===== config.mk =====
export PLATFORM = sky130hd
export DESIGN_NAME = alu_seq
export DESIGN_NICKNAME = d
export VERILOG_FILES = /design/src/rtl/alu_seq.sv
export SDC_FILE = /design/constraint.sdc
export NUM_CORES = 1
export LEC_CHECK = 0
export CAP_MARGIN = 5
export CORE_MARGIN = 1.5
export CORE_UTILIZATION = 55
export CTS_BUF_LIST = sky130_fd_sc_hd__clkbuf_4 sky130_fd_sc_hd__clkbuf_8 sky130_fd_sc_hd__clkbuf_16
export CTS_CLUSTER_DIAMETER = 30
export DETAILED_ROUTE_END_ITERATION = 10
export PLACE_DENSITY = 0.9
export REMOVE_ABC_BUFFERS = 1
export SYNTH_ARGS = -nofsm -noshare
export SYNTH_HDL_FRONTEND = slang
export SYNTH_SLANG_ARGS = --single-unit

===== constraint.sdc =====
create_clock -name clk -period 4.7 [get_ports clk]
set_input_delay 0.94 -clock clk [delete_from_list [all_inputs] [get_ports clk]]
set_output_delay 0.94 -clock clk [all_outputs]
set_load 0.1 [all_outputs]

===== src/rtl/alu_seq.sv =====
// alu_seq: registered WIDTH-generic ALU with valid/ready handshake, a persistent {V,N,Z,C}
// flag register and multi-cycle shifts (one bit per cycle).
// Optional feature macro: ALU_MUL_EN enables the shift-add multiplier for opcode 1111.
// Without it, opcode 1111 completes in one cycle with f=0 and flags=4'b0010.
module alu_seq #(
  parameter int unsigned WIDTH = 8
) (
  input  logic             clk,
  input  logic             reset,
  input  logic             in_valid,
  output logic             in_ready,
  input  logic [3:0]       alu_ctrl,
  input  logic [WIDTH-1:0] a,
  input  logic [WIDTH-1:0] b,
  output logic             out_valid,
  input  logic             out_ready,
  output logic [WIDTH-1:0] f,
  output logic [3:0]       flags
);

  localparam int unsigned SHW = $clog2(WIDTH);
  // Counter holds shift amounts (< 2**SHW) and WIDTH for the multiplier.
  localparam int unsigned CW  = SHW + 1;

  typedef enum logic [1:0] {StIdle, StBusy, StDone} state_e;

  state_e           r_state, w_state_d;
  logic [3:0]       r_op;
  logic [WIDTH-1:0] r_acc;
  logic [CW-1:0]    r_cnt;
  logic [WIDTH-1:0] r_f;
  logic [3:0]       r_flags;

  logic [WIDTH-1:0] w_bp;
  logic [WIDTH:0]   w_sum;
  logic [WIDTH-1:0] w_res1;
  logic             w_c1, w_v1;
  logic [3:0]       w_flg1;
  logic             w_is_shift, w_is_mul, w_go_busy;
  logic [WIDTH-1:0] w_sh_next, w_resb;
  logic             w_sh_out, w_cb;
  logic [3:0]       w_flgb;
  logic             w_accept, w_last;

`ifdef ALU_MUL_EN
  logic [2*WIDTH-1:0] r_prod, r_mcand, w_prod_next;
  logic [WIDTH-1:0]   r_mplier;
  assign w_is_mul = (alu_ctrl == 4'b1111);
`else
  assign w_is_mul = 1'b0;
`endif

  assign w_is_shift = (alu_ctrl == 4'b1001) || (alu_ctrl == 4'b1011) || (alu_ctrl == 4'b1101);
  assign w_go_busy  = (w_is_shift && (b[SHW-1:0] != '0)) || w_is_mul;
  assign w_accept   = (r_state == StIdle) && in_valid;
  assign w_last     = (r_cnt == CW'(1));
  assign f          = r_f;
  assign flags      = r_flags;

  // Single-cycle result and flags computed straight from the presented operands.
  always_comb begin
    w_bp   = '0;
    w_sum  = '0;
    w_res1 = '0;
    w_c1   = 1'b0;
    w_v1   = 1'b0;
    unique case (alu_ctrl[2:1])
      2'b00:   w_bp = '0;
      2'b01:   w_bp = b;
      2'b10:   w_bp = ~b;
      default: w_bp = '1;
    endcase
    w_sum = {1'b0, a} + {1'b0, w_bp} + {{WIDTH{1'b0}}, alu_ctrl[0]};
    if (!alu_ctrl[3]) begin
      w_res1 = w_sum[WIDTH-1:0];
      // 0111 is a plain transfer: the wrap-around carry is not reported.
      w_c1   = w_sum[WIDTH] & (alu_ctrl != 4'b0111);
      w_v1   = (a[WIDTH-1] == w_bp[WIDTH-1]) & (w_sum[WIDTH-1] != a[WIDTH-1]);
    end else begin
      case (alu_ctrl)
        4'b1000: w_res1 = a & b;
        4'b1010: w_res1 = a | b;
        4'b1100: w_res1 = a ^ b;
        4'b1110: w_res1 = ~a;
        4'b1111: w_res1 = '0;  // only reaches DONE directly when the multiplier is absent
        default: w_res1 = a;   // shift by zero
      endcase
    end
    w_flg1 = {w_v1, w_res1[WIDTH-1], (w_res1 == '0), w_c1};
  end

  // One iteration of the multi-cycle datapath and the result it yields on the last step.
  always_comb begin
    w_sh_next = r_acc;
    w_sh_out  = 1'b0;
    case (r_op)
      4'b1001: begin
        w_sh_next = {r_acc[WIDTH-2:0], 1'b0};
        w_sh_out  = r_acc[WIDTH-1];
      end
      4'b1011: begin
        w_sh_next = {1'b0, r_acc[WIDTH-1:1]};
        w_sh_out  = r_acc[0];
      end
      default: begin
        w_sh_next = {r_acc[WIDTH-1], r_acc[WIDTH-1:1]};
        w_sh_out  = r_acc[0];
      end
    endcase
    w_resb = w_sh_next;
    w_cb   = w_sh_out;
`ifdef ALU_MUL_EN
    w_prod_next = r_prod + (r_mplier[0] ? r_mcand : '0);
    if (r_op == 4'b1111) begin
      w_resb = w_prod_next[WIDTH-1:0];
      w_cb   = |w_prod_next[2*WIDTH-1:WIDTH];
    end
`endif
    w_flgb = {1'b0, w_resb[WIDTH-1], (w_resb == '0), w_cb};
  end

  // Next-state and handshake outputs.
  always_comb begin
    w_state_d = r_state;
    in_ready  = 1'b0;
    out_valid = 1'b0;
    unique case (r_state)
      StIdle: begin
        in_ready = 1'b1;
        if (in_valid) w_state_d = w_go_busy ? StBusy : StDone;
      end
      StBusy: begin
        if (w_last) w_state_d = StDone;
      end
      StDone: begin
        out_valid = 1'b1;
        if (out_ready) w_state_d = StIdle;
      end
      default: w_state_d = StIdle;
    endcase
  end

  // State register.
  always_ff @(posedge clk) begin
    if (reset) r_state <= StIdle;
    else       r_state <= w_state_d;
  end

  // Operand capture, iteration and result/flag registers (written only on entry to DONE).
  always_ff @(posedge clk) begin
    if (reset) begin
      r_op    <= '0;
      r_acc   <= '0;
      r_cnt   <= '0;
      r_f     <= '0;
      r_flags <= '0;
`ifdef ALU_MUL_EN
      r_prod   <= '0;
      r_mcand  <= '0;
      r_mplier <= '0;
`endif
    end else if (w_accept) begin
      r_op  <= alu_ctrl;
      r_acc <= a;
      r_cnt <= w_is_mul ? CW'(WIDTH) : {1'b0, b[SHW-1:0]};
`ifdef ALU_MUL_EN
      r_prod   <= '0;
      r_mcand  <= {{WIDTH{1'b0}}, a};
      r_mplier <= b;
`endif
      if (!w_go_busy) begin
        r_f     <= w_res1;
        r_flags <= w_flg1;
      end
    end else if (r_state == StBusy) begin
      r_acc <= w_sh_next;
      r_cnt <= r_cnt - CW'(1);
`ifdef ALU_MUL_EN
      r_prod   <= w_prod_next;
      r_mcand  <= r_mcand << 1;
      r_mplier <= r_mplier >> 1;
`endif
      if (w_last) begin
        r_f     <= w_resb;
        r_flags <= w_flgb;
      end
    end
  end

endmodule


==> reports/qor.yml <==
clk_pin_slew_ns: 0.06
die-area_mm2: 0.00516
async_reset_ff_frac: 0
clk_latency_ns: 0.28
synthFlopType: "dfxtp_1"
fp-row-count: 24
cts_sinks: 29
power_frac_comb: 0.410
grt_pass1_wl_mm: 11.5
area_growth_pct: 17.6
routedWlPerCell_um: 16.6
initial_core_util: 0.586
crit_fanout: 13
cp.arrival_ns: 4.09
place_congestion: 0.967
ctsRootBufferMaster: "clkbuf_8"
switching_share: 0.392
globalRoute.totalOverflow: 0
final_max_slew_viol_count: 0
drtAntennaViolNets: 0
n_fill_cell: 361
final_hold_viol_count: 0
p_switching_mw: 0.331
synth-edff-count: 0
relSlewSlack: 0.330
postCtsSetupRepairBufs: 0
worstMarginPinSlew_ns: 1.00
avgSynthCellArea_um2: 7.53
final_util: 0.689
antenna_cells: 0
io-pin-count: 38
cts_tree: "built"
fp.dieH_um: 71.8
power_density_mw_per_mm2: 276
grt_pass1_vias: 2433
vias: 2684
synth_area_mm2: 0.00260
cp.required_ns: 4.90
yosysUniqueCellTypes: 56
setup_viol: 0
start_kind: "input pin"
outcome: "complete, no violations"
p_leak_nw: 1.31
fmax_mhz: 257
cts_max_path_buffers: 2
io_buffers: 37
end_kind: "flop"
htree_levels: 2
hp-class: "reg -> reg"
synth-seq-cells: 29
drc_errors: 0
final_nets: 425
seq_power_share: 0.338
skew_ns: 0.00163
fin_ws_ns: 0.811
final_cell_mix: "47 x nand2_1, 37 x nor2_1, 37 x clkdlybuf4s50_1, 29 x dfxtp_1, 27 x a21oi_1"
rsz0062_at_grt: "no"
max-cap-violations: 0
core_area_mm2: 0.00444
track_usage: 0.284
grt_max_degree: 31
final_area_mm2: 0.00306
numCtsBuffers: 5
finalCritPeriodShare: 0.828
antenna_found_initial: 0
internal-power_mw: 0.514
crit_type: "in -> reg"
final_common_cell: "nand2_1"
post-dp-hpwl_mm: 5.42
postCtsHoldBufs: 0
period_needed_ns: 3.89
die_w_um: 71.8
synthCells: 346
drt-pass1-iter-count: 5
wirelength_mm: 7.06
tns_ns: 0
clock_power_share: 0.252
post-place-ws_ns: 0.592
peakVddDrop_v: 0.000130
synth.yosys.seq_area_share: 0.223
via_per_inst: 6.30
yosysWarnings: 0
cts_resized: 0
first_iter_violations: 400
drive_above_1_share: 0.0749
place_area_mm2: 0.00297
-- Yosys cell counts (3+ instances only) --
library cell,count,area share
nand2_1,47,0.068
nor2_1,37,0.053
dfxtp_1,29,0.22
a21oi_1,27,0.052
ha_1,25,0.12
inv_1,22,0.032
mux2i_1,17,0.065
o21ai_0,17,0.033
clkbuf_1,11,0.016
nand3_1,10,0.019
nor3_1,8,0.015
mux2_2,7,0.030
o211ai_1,6,0.017
a211oi_1,5,0.014
buf_4,5,0.014
o22ai_1,5,0.012
a2111oi_0,3,0.010
a21boi_0,3,0.0086
a221oi_1,3,0.010
a32oi_1,3,0.010
buf_2,3,0.0058
or2_2,3,0.0072
or3_1,3,0.0072
xnor2_1,3,0.010
-- registers in the layout, summed over array words and instances (netlist names) --
signal	count
f	7
r_state	2
r_acc	8
r_cnt	4
flags	4
r_op	4
-- per-stage QoR --
stage | hold slack, ns | std cells | total power, mW
floorplan | 0.425 | 324 | 0.519
global placement | 0.440 | 419 | 0.621
detailed placement | 0.443 | 419 | 0.630
CTS | 0.453 | 426 | 0.841
global route | 0.471 | 426 | 0.890
finish | 0.450 | 426 | 0.845
-- routing by layer --
layer	wire length, um	vias up	track usage
met2	3350	131	0.461
met5	0	-	0
met3	515	23	0.0675
met4	222	0	0.128
met1	2980	1240	0.357
li1	-	1290	-
-- path summary, 6_finish.rpt --
path | slack (ns) | cells past startpoint | from | end
hold reg to reg | 0.45 | 2 | f[4] | f[4]
setup reg to reg | 2.27 | 6 | r_state[0] | flags[1]
setup / recovery | 0.81 | 10 | alu_ctrl[2] | flags[1]
hold / removal | 0.45 | 2 | f[4] | f[4]
-- power groups by stage --
stage / Sequential (mW) / Combinational [mW] / Clock [mW]
floorplan: 0.345 / 0.174 / 0
global placement: 0.289 / 0.332 / 0
detailed placement: 0.290 / 0.340 / 0
CTS: 0.285 / 0.341 / 0.215
global route: 0.288 / 0.373 / 0.228
finish: 0.286 / 0.346 / 0.213
-- worst max-delay path: stages --
cell and delay (ns):
clkdlybuf4s50_1 0.76, mux2i_1 0.19, fa_1 0.44, fa_1 0.42
xnor2_1 0.15, a32o_1 0.21, a211oi_2 0.24, nand4bb_1 0.13
or4_1 0.44, o31ai_2 0.17
-- kinds of logic after synthesis --
family | count (synthesis) | share of synthesized area
simple gates | 121 | 0.207
compound gates | 96 | 0.249
buf+inv | 45 | 0.0764
flops | 29 | 0.223
fa+ha+maj | 27 | 0.136
mux | 24 | 0.0956
xor+xnor | 4 | 0.0135
-- cell type report --
| class | instances | area, um2 | area share |
|---|---|---|---|
| tap | 52 | 65.1 | 0.0213 |
| timing repair buffer | 43 | 415 | 0.136 |
| sequential | 29 | 581 | 0.190 |
| clock buffer | 7 | 90.1 | 0.0294 |
| multi-input combinational | 272 | 1820 | 0.596 |
| inverter | 23 | 86.3 | 0.0282 |
(Power assumes the default switching activity.)
